--- src/rtl/shift_pkg.sv ---
// Shared definitions for the shift_pipe shifter: funct codes, shift modes and the stage-1 payload.
// The optional rotate decode is enabled by the SHIFT_ROTATE_EN macro in shift_pipe and shift_stage.
package shift_pkg;

    localparam int XLEN = 32;

    localparam logic [5:0] FUNCT_SLL  = 6'b000000;
    localparam logic [5:0] FUNCT_SRL  = 6'b000010;
    localparam logic [5:0] FUNCT_SRA  = 6'b000011;
    localparam logic [5:0] FUNCT_SLLV = 6'b000100;
    localparam logic [5:0] FUNCT_SRLV = 6'b000110;
    localparam logic [5:0] FUNCT_SRAV = 6'b000111;

    typedef enum logic [1:0] {
        MODE_SRL  = 2'b00,
        MODE_SLL  = 2'b01,
        MODE_SRA  = 2'b10,
        MODE_ROTR = 2'b11
    } shift_mode_e;

    typedef struct packed {
        shift_mode_e     mode;
        logic [4:0]      amt;
        logic [XLEN-1:0] data;
        logic            illegal;
    } s1_payload_t;

    // Unsupported funct codes pass rt_val through untouched and are flagged illegal.
    function automatic s1_payload_t decode_op(input logic [5:0]      funct,
                                              input logic [4:0]      shamt,
                                              input logic [4:0]      rs_amt,
                                              input logic [XLEN-1:0] rt_val);
        s1_payload_t p;
        p.mode    = MODE_SLL;
        p.amt     = 5'd0;
        p.data    = rt_val;
        p.illegal = 1'b0;
        case (funct)
            FUNCT_SLL:  begin p.mode = MODE_SLL; p.amt = shamt;  end
            FUNCT_SRL:  begin p.mode = MODE_SRL; p.amt = shamt;  end
            FUNCT_SRA:  begin p.mode = MODE_SRA; p.amt = shamt;  end
            FUNCT_SLLV: begin p.mode = MODE_SLL; p.amt = rs_amt; end
            FUNCT_SRLV: begin p.mode = MODE_SRL; p.amt = rs_amt; end
            FUNCT_SRAV: begin p.mode = MODE_SRA; p.amt = rs_amt; end
            default:    p.illegal = 1'b1;
        endcase
        return p;
    endfunction

endpackage

--- src/rtl/shift_stage.sv ---
// One conditional power-of-two shift step; the pipeline chains five of these (1, 2, 4, 8, 16).
// Rotate support is compiled in only when SHIFT_ROTATE_EN is defined.
module shift_stage
    import shift_pkg::*;
#(
    parameter int AMOUNT = 1
) (
    input  shift_mode_e     mode,
    input  logic            en,
    input  logic [XLEN-1:0] din,
    output logic [XLEN-1:0] dout
);

    always_comb begin
        dout = din;
        if (en) begin
            case (mode)
                MODE_SLL: dout = din << AMOUNT;
                // Sign bit is preserved by every earlier step, so it is still rt_val[31] here.
                MODE_SRA: dout = XLEN'($signed(din) >>> AMOUNT);
`ifdef SHIFT_ROTATE_EN
                MODE_ROTR: dout = (din >> AMOUNT) | (din << (XLEN - AMOUNT));
`endif
                default:  dout = din >> AMOUNT;
            endcase
        end
    end

endmodule

--- src/rtl/shift_pipe.sv ---
// Pipelined MIPS R-type shifter: decode into stage 1, shifts by 1/2 into stage 2, shifts by 4/8/16
// into an optional output register (OUT_REG). Define SHIFT_ROTATE_EN to decode ROTR/ROTRV.
module shift_pipe
    import shift_pkg::*;
#(
    parameter bit OUT_REG = 1'b1
) (
    input  logic            clk,
    input  logic            rst_n,
    input  logic            in_valid,
    output logic            in_ready,
    input  logic [5:0]      funct,
    input  logic [4:0]      shamt,
    input  logic            rot,
    input  logic [XLEN-1:0] rs_val,
    input  logic [XLEN-1:0] rt_val,
    output logic            out_valid,
    input  logic            out_ready,
    output logic [XLEN-1:0] result,
    output logic            illegal
);

    // Handshake: a transfer happens on the rising edge where valid && ready are both high.
    // Every stage loads when it is empty or its current contents leave on the same edge,
    // so ready depends only on downstream state and never on in_valid.

    s1_payload_t     dec;
    s1_payload_t     s1;
    logic            s1_valid;
    logic            s1_adv;
    logic            s2_valid;
    logic            s2_adv;
    logic            s2_load;
    shift_mode_e     s2_mode;
    logic [2:0]      s2_amt;
    logic [XLEN-1:0] s2_data;
    logic            s2_illegal;
    logic            down_ready;
    logic [XLEN-1:0] sh1, sh2, sh4, sh8, sh16;
    logic            unused_bits;

`ifdef SHIFT_ROTATE_EN
    always_comb begin
        dec = decode_op(funct, shamt, rs_val[4:0], rt_val);
        if (rot && (funct == FUNCT_SRL || funct == FUNCT_SRLV)) begin
            dec.mode = MODE_ROTR;
        end
    end
    assign unused_bits = ^rs_val[XLEN-1:5];
`else
    assign dec         = decode_op(funct, shamt, rs_val[4:0], rt_val);
    assign unused_bits = ^{rot, rs_val[XLEN-1:5]};
`endif

    assign s2_adv   = s2_valid && down_ready;
    assign s2_load  = !s2_valid || s2_adv;
    assign s1_adv   = s1_valid && s2_load;
    assign in_ready = !s1_valid || s1_adv;

    always_ff @(posedge clk or negedge rst_n) begin
        if (!rst_n) begin
            s1_valid <= 1'b0;
            s1       <= '0;
        end else begin
            if (in_ready) begin
                s1_valid <= in_valid;
            end
            if (in_valid && in_ready) begin
                s1 <= dec;
            end
        end
    end

    shift_stage #(.AMOUNT(1)) u_sh1 (.mode(s1.mode), .en(s1.amt[0]), .din(s1.data), .dout(sh1));
    shift_stage #(.AMOUNT(2)) u_sh2 (.mode(s1.mode), .en(s1.amt[1]), .din(sh1),     .dout(sh2));

    always_ff @(posedge clk or negedge rst_n) begin
        if (!rst_n) begin
            s2_valid   <= 1'b0;
            s2_mode    <= MODE_SRL;
            s2_amt     <= '0;
            s2_data    <= '0;
            s2_illegal <= 1'b0;
        end else if (s2_load) begin
            s2_valid <= s1_valid;
            if (s1_valid) begin
                s2_mode    <= s1.mode;
                s2_amt     <= s1.amt[4:2];
                s2_data    <= sh2;
                s2_illegal <= s1.illegal;
            end
        end
    end

    shift_stage #(.AMOUNT(4))  u_sh4  (.mode(s2_mode), .en(s2_amt[0]), .din(s2_data), .dout(sh4));
    shift_stage #(.AMOUNT(8))  u_sh8  (.mode(s2_mode), .en(s2_amt[1]), .din(sh4),     .dout(sh8));
    shift_stage #(.AMOUNT(16)) u_sh16 (.mode(s2_mode), .en(s2_amt[2]), .din(sh8),     .dout(sh16));

    generate
        if (OUT_REG) begin : g_out_reg
            logic            s3_valid;
            logic [XLEN-1:0] s3_result;
            logic            s3_illegal;

            assign down_ready = !s3_valid || out_ready;

            always_ff @(posedge clk or negedge rst_n) begin
                if (!rst_n) begin
                    s3_valid   <= 1'b0;
                    s3_result  <= '0;
                    s3_illegal <= 1'b0;
                end else if (down_ready) begin
                    s3_valid <= s2_valid;
                    if (s2_valid) begin
                        s3_result  <= sh16;
                        s3_illegal <= s2_illegal;
                    end
                end
            end

            assign out_valid = s3_valid;
            assign result    = s3_result;
            assign illegal   = s3_illegal;
        end else begin : g_out_comb
            // Stage-2 data resets to zero, so the combinational result is zero in reset too.
            assign down_ready = out_ready;
            assign out_valid  = s2_valid;
            assign result     = sh16;
            assign illegal    = s2_illegal;
        end
    endgenerate

endmodule
--- config.mk ---
export PLATFORM = sky130hd
export DESIGN_NAME = shift_pipe
export DESIGN_NICKNAME = d
export VERILOG_FILES = /design/src/rtl/shift_pkg.sv /design/src/rtl/shift_stage.sv /design/src/rtl/shift_pipe.sv
export SDC_FILE = /design/constraint.sdc
export NUM_CORES = 1
export LEC_CHECK = 0
export CELL_PAD_IN_SITES_DETAIL_PLACEMENT = 0
export CELL_PAD_IN_SITES_GLOBAL_PLACEMENT = 2
export CORE_MARGIN = 3
export CORE_UTILIZATION = 33
export DETAILED_ROUTE_END_ITERATION = 16
export GPL_TIMING_DRIVEN = 0
export PLACE_DENSITY_LB_ADDON = 0.25
export SLEW_MARGIN = 20
export SYNTH_ARGS = -nofsm -noshare
export SYNTH_HDL_FRONTEND = slang
export SYNTH_SLANG_ARGS = --single-unit
--- constraint.sdc ---
create_clock -name clk -period 2.7 [get_ports clk]
set_input_delay 0.27 -clock clk [delete_from_list [all_inputs] [get_ports clk]]
set_output_delay 0.27 -clock clk [all_outputs]
set_load 0.005 [all_outputs]
### After elaboration in Yosys (flattened, before gate mapping)

Index checks and enable logic that the tools add are counted.

| storage, ports and cells | value |
|---|---|
| bits in registers | 114 |
| input bits | 80 |
| word-level logic and storage cells | 47 |
| output and inout bits | 35 |

| operators by class | value |
|---|---|
| reduce and logical (&&, ||, !) cells | 13 |
| muxes and demuxes | 12 |
| eq/ne operators | 9 |

Operators by type and width:

| kind | count |
|---|---|
| $pmux W32 S2 | 5 |
| $mux W32 | 5 |
| $pmux W7 S6 | 1 |
| $eq A6 B3 Y1 const B | 3 |
| $eq A6 B2 Y1 const B | 2 |
| $logic_not A6 Y1 | 1 |
| $reduce_or A6 Y1 | 1 |
| $eq A2 B1 Y1 const B | 2 |
| $eq A2 B2 Y1 const B | 2 |
| $reduce_and A2 Y1 | 2 |
| $logic_and A1 B1 Y1 | 3 |
| $logic_not A1 Y1 | 3 |
| $logic_or A1 B1 Y1 | 3 |
| $mux W1 | 1 |

### Logic depth before layout (Yosys ltp)

Gate-level depths: netlist of the first run.

| logic depth | value |
|---|---|
| depth in word-level cells | 7 |
| depth in mapped cells | 10 |
| gate-level depth less buffers | 8 |

### Modules after synthesis

Synthesis of the first run repeated with hierarchy kept, for this count alone.

| unflattened totals | value |
|---|---|
| cells, all modules | 637 |
| area total of the unflattened synthesis | 7504.7 um^2 |

By module, submodules not included:

| module | times used | cells an instance | sequential area each (um^2) | area an instance (um^2) |
|---|---|---|---|---|
| shift_pipe | 1 | 259 | 2852.7 | 4435.5 |
| shift_stage at u_sh2 | 1 | 79 | 0.0 | 651.9 |
| shift_stage at u_sh1 | 1 | 82 | 0.0 | 644.4 |
| shift_stage at u_sh4 | 1 | 77 | 0.0 | 643.1 |
| shift_stage at u_sh8 | 1 | 74 | 0.0 | 604.3 |
| shift_stage at u_sh16 | 1 | 66 | 0.0 | 525.5 |

### Worst setup path after synthesis of the first run

OpenSTA, ideal clock, no wires.

| timing | value |
|---|---|
| path kind | flip-flop to flip-flop |
| from | register s2_mode[0] |
| to | register g_out_reg.s3_result[29] (netlist: result[29]) |
| slack | 0.470 ns |
| stages on the path, launching flop included | 9 |
| buffers on the path | 1 |
| clock period less this slack | 2.230 ns |
| data arrival time | 2.108 ns |
| setup time | 0.121 ns |
| data required time | 2.579 ns |
| cell sequence | dfrtp_1 -> inv_1 -> ha_1 -> and3b_1 -> buf_6 -> a221o_1 -> a2111oi_2 -> o2bb2ai_1 -> o22a_1 |

| between the ends | value |
|---|---|
| word-level cells in the longest chain between the ends | 7 |
| elaborated cells between the ends (all ways) | 8 |
| those cells by class | eq/ne: 2; mux: 6 |

Ends and longest elaborated chain:

| what | RTL line | source |
|---|---|---|
| start: declaration | shift_pipe.sv:34 | `shift_mode_e s2_mode;` |
| start signal: assignment | shift_pipe.sv:87 | `s2_mode <= s1.mode;` |
| $eq A2 B2 Y1 / $eq A2 B1 Y1 (equally long branches) | shift_stage.sv:17 | `case (mode)` |
| $pmux W32 S2 | shift_stage.sv:17 |  |
| $mux W32 | shift_stage.sv:16 | `if (en) begin` |
| $pmux W32 S2 | shift_stage.sv:17 |  |
| $mux W32 | shift_stage.sv:16 |  |
| $pmux W32 S2 | shift_stage.sv:17 |  |
| $mux W32 * | shift_stage.sv:16 |  |
| end signal: assignment | shift_pipe.sv:110 | `s3_result <= '0;` |
| end signal: assignment | shift_pipe.sv:115 | `s3_result <= sh16;` |
| end: declaration | shift_pipe.sv:102 | `logic [XLEN-1:0] s3_result;` |

Mark *: on every way between the ends. The rest lies on a longest branch, timed or not.
A chain may end at the register's enable or synchronous reset.

### Worst setup path after layout of the first run

| timing | value |
|---|---|
| from | register s2_mode[0] |
| to | register g_out_reg.s3_result[12] (netlist: result[12]) |

The elaborated chain is that of the path after synthesis.

==> results of run 1 <==
[final cells by class]
type / count / share of cell area
multi-input cells: 541 / 0.419
flip-flops and latches: 114 / 0.329
repair buffers: 89 / 0.104
clock buffers: 21 / 0.0519
well taps: 265 / 0.0382
plain buffers: 66 / 0.0321
clock inverters: 11 / 0.0212
inverters: 12 / 0.00519
[metal layers]
layer,vias to the layer above,track usage,share of wire
met4,0,0.0652,0.018
li1,3012,-,-
met1,3173,0.270,0.43
met3,21,0.0368,0.042
met5,-,0,0
met2,220,0.382,0.51
[through the flow]
step	hold WS [ns]	instance area, µm²	worst slack (ns)	util
final	0.325	8680	0.0875	0.443
after global routing	0.352	8680	-0.0210	0.443
after CTS	0.314	8550	0.00873	0.436
after detailed placement	0.197	7840	-0.233	0.400
after global placement	0.454	7810	-2.87	0.399
after floorplan	-0.0256	6630	0.470	-
[worst max-delay path: stages (launching register included)]
cell       delay (ns)
dfrtp_1          0.37
inv_1            0.09
ha_2             0.43
and3b_1          0.21
buf_6            0.14
a221o_1          0.48
a2111oi_4        0.43
o221ai_1         0.19
o21a_1           0.15
[registers in the layout (all words and copies together), names as in the netlist]
register / cells
s2_illegal: 1
s2_valid: 1
s2_amt: 3
out_valid: 1
result: 32
s2_data: 32
s2_mode: 2
s1: 40
s1_valid: 1
illegal: 1
[cells by family after synthesis]
family	after synthesis
compound gates	262
simple gates	235
flops	114
buf+inv	78
mux	39
fa+ha+maj	5
[worst max path at each step]
stage,from,to,cells after the start
detailed placement,s2_mode[0],result[10],9
finish,s2_mode[0],result[12],8
CTS,s2_mode[0],result[9],9
global placement,rst_n,s1[31],1
floorplan,s2_mode[0],result[29],8
global route,s2_mode[0],result[5],9
[Yosys cell counts (2+ instances only)]
library cell	n
nand2_1	47
o21a_1	10
and2_1	8
o211ai_1	2
ha_1	5
a21oi_1	49
nand3_1	3
dfrtp_1	114
o211a_1	4
nor2_1	128
o2bb2ai_1	2
nand4b_1	2
nand3b_1	3
a2111oi_2	3
a311oi_1	4
inv_1	10
nor3_1	12
mux2i_1	5
buf_2	11
o21ai_1	2
o22ai_1	39
clkbuf_1	51
buf_1	3
o221ai_1	14
nor2b_1	11
nand2b_1	9
o31ai_1	5
a221oi_1	18
a221o_1	8
a222oi_1	32
a31oi_1	8
a22oi_1	18
mux2_2	34
o21ai_0	30
and4b_1	8
a311o_1	3
o22a_1	8
[repair_timing]
| item | CTS | global route |
|---|---|---|
| gates resized for setup | 13 | 25 |
| setup endpoints to repair | 28 | 33 |
| endpoints found under the hold margin | 38 | 0 |
| cloned | 0 | 0 |
| pin swaps | 1 | 1 |
| hold buffers | 1 | 0 |
| setup buffers | 1 | 1 |
[power by group through the flow]
stage / combinational, mW / sequential (mW) / clock (mW)
after global routing: 2.51 / 2.54 / 2.60
after floorplan: 1.25 / 2.38 / 0
final: 2.31 / 2.47 / 2.46
after CTS: 2.23 / 2.46 / 2.51
after detailed placement: 2.18 / 2.48 / 0
after global placement: 2.17 / 2.46 / 0
==> impl_metrics.py, run 1 <==
metrics = {
    "final_layout": {
        "final_common_cell": "nor2_1",
        "num_antenna_cells": 0,
        "syn2layout_area_growth_pct": 31.0,
        "fin_cells": 1119,
        "regArea_um2": 2850,
        "layout.nets": 926,
        "n_fill_cell": 1945,
        "layout_common_cells": "nor2_1, dfrtp_1, clkdlybuf4s50_1, a21oi_1",
        "multi_input_area_um2": 3640,
        "layout-drive-gt1-share": 0.132,
    },
    "setup_path": {
        "worstRegToRegCells": 8,
        "arrival_ns": 2.91,
        "start_kind": "flop",
        "rr_endpoint": "result[12]",
        "cp_max_fo": 8,
        "r2r_slack_ns": 0.09,
        "r2r-start": "s2_mode[0]",
        "end_kind": "flop",
        "cp.required_ns": 3.00,
        "crit_type": "flop to flop",
    },
    "logic_synthesis": {
        "muxShareOfSynthArea": 0.0653,
        "synth_seq_cells": 114,
        "yosysWarnings": 0,
        "synth_area_um2": 6630,
        "async_flop_share": 1.00,
        "synthTopCellsByArea": "dfrtp_1, nor2_1, mux2_2, a222oi_1, a21oi_1",
        "seq_area_frac_synth": 0.431,
        "syn-instance-count": 733,
        "synth_edf_count": 0,
        "synth_compound_area_frac": 0.287,
        "ys_types": 47,
        "synth_top_family_by_area": "compound AO/OA/AOI/OAI gates",
        "syn-num-nets": 818,
        "synth_xor_xnor_area_share": 0,
        "synth_top_area_share": 0.431,
        "synth-simple-area-share": 0.160,
        "synth-adder-area-share": 0.00944,
        "avgSynthCellArea_um2": 9.04,
        "synth_top_area_cell": "dfrtp_1",
        "ys.flop_type": "dfrtp_1",
    },
    "drt": {
        "wl_per_cell_um": 20.9,
        "finalWirelength_um": 23400,
        "routed_via_density": 5.74,
        "ant_nets": 0,
        "drc": 0,
        "dr.pass1.iters": 7,
        "drtIter0Drc": 523,
        "num_vias": 6426,
    },
    "floorplan": {
        "dieHeight_um": 148,
        "dieArea_um2": 21800,
        "top_level_ports": 115,
        "core_area_um2": 19600,
        "initial_core_util": 0.338,
        "die_w_um": 148,
        "row_count": 51,
    },
    "power": {
        "swShare": 0.328,
        "p_leak_nw": 3.38,
        "intPower_mw": 4.87,
        "power_mw": 7.25,
        "p_clk_frac": 0.339,
        "p_comb_frac": 0.319,
        "p_per_area_nw_per_um2": 835,
        "irDropWorstVdd_mv": 0.430,
        "seqPwrFrac": 0.341,
        "p_sw_mw": 2.37,
    },
    "cts": {
        "htreeDepth": 4,
        "numCtsBuffers": 17,
        "clock_sinks": 114,
        "cts_max_path_buffers": 2,
        "insertion_delay_ns": 0.42,
        "cts_tree": "done",
        "clockRootBuffer": "clkbuf_16",
        "clk_pin_slew_ns": 0.06,
    },
    "sta": {
        "period_needed_ns": 2.61,
        "finClkSkew_ns": 0.0120,
        "tightest_slew_ns": 0.768,
        "finalHoldViolations": 0,
        "period_share": 0.968,
        "fmax_mhz": 383,
        "fin_tns_setup_ns": 0,
        "drv_slew": 0,
        "setup_violations": 0,
        "slew_headroom": 0.488,
    },
    "grt": {
        "grt_pass1_wl_um": 36500,
        "grt_pass1_vias": 6352,
        "antenna_found_initial": 0,
        "grt_max_degree": 77,
        "grtUsageTotal": 0.216,
        "grt_overflow": 0,
    },
    "flow_run": {
        "cap_violations": 0,
    },
    "outcome": {
        "status": "finished clean",
    },
    "placement": {
        "dp_hpwl_um": 18200,
        "dp.cells": 1084,
        "port_buffers": 85,
        "gp_congestion": 0.911,
    },
    "worst_hold_path": {
        "hold_class": "input pin to asynchronous set/reset pin",
    },
}
Power figures use the tool's default switching activity.
==> run 2, diff against run 1 <==
Settings changed: CORE_MARGIN 3 to 2.
==> impl_metrics.py, run 2 (same netlist as run 1, synthesis figures left out) <==
metrics = {
    "grt": {
        "grtUsageTotal": 0.219,
        "grt_pass1_vias": 6314,
        "grt_pass1_wl_um": 36200,
        "grt_max_degree": 74,
        "antenna_found_initial": 0,
        "grt_overflow": 0,
    },
    "placement": {
        "dp_hpwl_um": 18200,
        "port_buffers": 85,
        "placed_cell_area_um2": 7840,
        "gp_congestion": 0.906,
    },
    "setup_path": {
        "crit_buf_inv": 2,
        "arrival_ns": 2.91,
        "worst-path-stages": 9,
        "end_kind": "flop",
        "crit_type": "flop to flop",
        "cp_max_fo": 10,
        "crit_start": "s2_mode[0]",
        "cpMaxStageDelayCell": "dfrtp_1",
        "critical-path-top-delay-family": "compound AO/OA/AOI/OAI gates",
        "cp.required_ns": 3.00,
        "critPathMostFrequentCell": "o221ai_1",
        "r2r-start": "s2_mode[0]",
        "slowest_delay_ns": 0.40,
        "worstPathCellList": "inv_1, ha_2, or2_2, and2_1, clkbuf_2, o221ai_1, o221ai_1, a221oi_1, nor2_1",
        "worstRegToRegCells": 9,
        "r2r_slack_ns": 0.09,
        "rr_endpoint": "result[3]",
        "start_kind": "flop",
        "crit_end": "result[3]",
    },
    "final_layout": {
        "largest_reg_flops": 40,
        "layout_common_cells": "nor2_1, dfrtp_1, clkdlybuf4s50_1, a21oi_1",
        "layout.nets": 926,
        "final_common_cell": "nor2_1",
        "finalInstanceArea_um2": 8670,
        "syn2layout_area_growth_pct": 30.9,
        "num_antenna_cells": 0,
        "fin_util": 0.443,
        "layout-drive-gt1-share": 0.129,
        "regMostFlops": "s1",
    },
    "sta": {
        "holdWs_ns": 0.329,
        "fmax_mhz": 383,
        "finClkSkew_ns": 0.00769,
        "drv_slew": 0,
        "tightest_slew_ns": 0.807,
        "period_share": 0.967,
        "slew_headroom": 0.462,
        "period_needed_ns": 2.61,
        "rsz0062_at_grt": "no",
        "setup_violations": 0,
        "finalHoldViolations": 0,
    },
    "power": {
        "p_comb_frac": 0.314,
        "irDropWorstVdd_mv": 0.467,
        "swShare": 0.326,
        "p_clk_frac": 0.350,
        "power_mw": 7.33,
        "p_sw_mw": 2.39,
        "p_per_area_nw_per_um2": 845,
        "seqPwrFrac": 0.336,
        "intPower_mw": 4.94,
        "p_leak_nw": 3.38,
    },
    "drt": {
        "dr.pass1.iters": 5,
        "drtIter0Drc": 446,
        "drc": 0,
        "wl_per_cell_um": 20.9,
        "ant_nets": 0,
        "num_vias": 6408,
        "finalWirelength_um": 23400,
        "routed_via_density": 5.73,
    },
    "floorplan": {
        "initial_core_util": 0.338,
        "dieArea_um2": 21200,
        "top_level_ports": 115,
        "core_area_um2": 19600,
        "dieHeight_um": 146,
        "row_count": 51,
        "die_w_um": 146,
    },
    "cts": {
        "clock_sinks": 114,
        "numCtsBuffers": 17,
        "insertion_delay_ns": 0.42,
        "clk_pin_slew_ns": 0.06,
        "cts_tree": "done",
        "clockRootBuffer": "clkbuf_16",
        "htreeDepth": 4,
        "cts_max_path_buffers": 2,
    },
    "worst_hold_path": {
        "hold_class": "input pin to asynchronous set/reset pin",
    },
    "outcome": {
        "status": "finished clean",
    },
    "flow_run": {
        "cap_violations": 0,
    },
}
run 2: stage by stage:
stage                     cells  worst slack [ns]  TNS [ns]
after detailed placement   1084            -0.259     -2.89
after global placement     1083             -2.89   -329.59
after global routing       1119           0.00249         0
after floorplan             733             0.470         0
final                      1119            0.0878         0
after CTS                  1118          -0.00493  -0.00493
run 2: what timing repair did:
action,in CTS,in global routing
hold buffers,1,0
setup endpoints to repair,29,30
gates resized for setup,15,20
buffers inserted,1,1
hold endpoints to repair,41,0
pin swaps,1,1
run 2: worst min path at each step:
stage / start / end / slack (ns) / cells after the start
after global routing: funct[2] / s1[37] / 0.36 / 3
after detailed placement: rst_n / result[1] / 0.21 / 1
after CTS: rst_n / result[1] / 0.33 / 2
after floorplan: rst_n / illegal / -0.03 / 0
final: rst_n / result[16] / 0.33 / 2
after global placement: s2_illegal / illegal / 0.45 / 2
run 2: per-layer routing:
metal	vias up	routed length [µm]	share of wire	global-route usage
li1	3018	-	-	-
met2	204	11900	0.51	0.390
met1	3154	10100	0.43	0.271
met4	0	546	0.023	0.0833
met3	32	850	0.036	0.0282
met5	-	0	0	0
run 2: power by group through the flow:
stage / sequential (mW) / combinational, mW / clock (mW)
5_1_grt: 2.52 / 2.50 / 2.68
3_3_place_gp: 2.46 / 2.16 / 0
6_report: 2.47 / 2.30 / 2.57
2_1_floorplan: 2.38 / 1.25 / 0
4_1_cts: 2.46 / 2.24 / 2.60
3_5_place_dp: 2.48 / 2.19 / 0
run 2: cell type report:
type	count	area, µm²
Buffer	66	279
Clock buffer	24	492
Clock inverter	8	173
Fill cell	1950	10900
Inverter	12	45.0
Multi-Input combinational cell	541	3600
Sequential cell	114	2850
Tap cell	265	332
Timing Repair Buffer	89	905
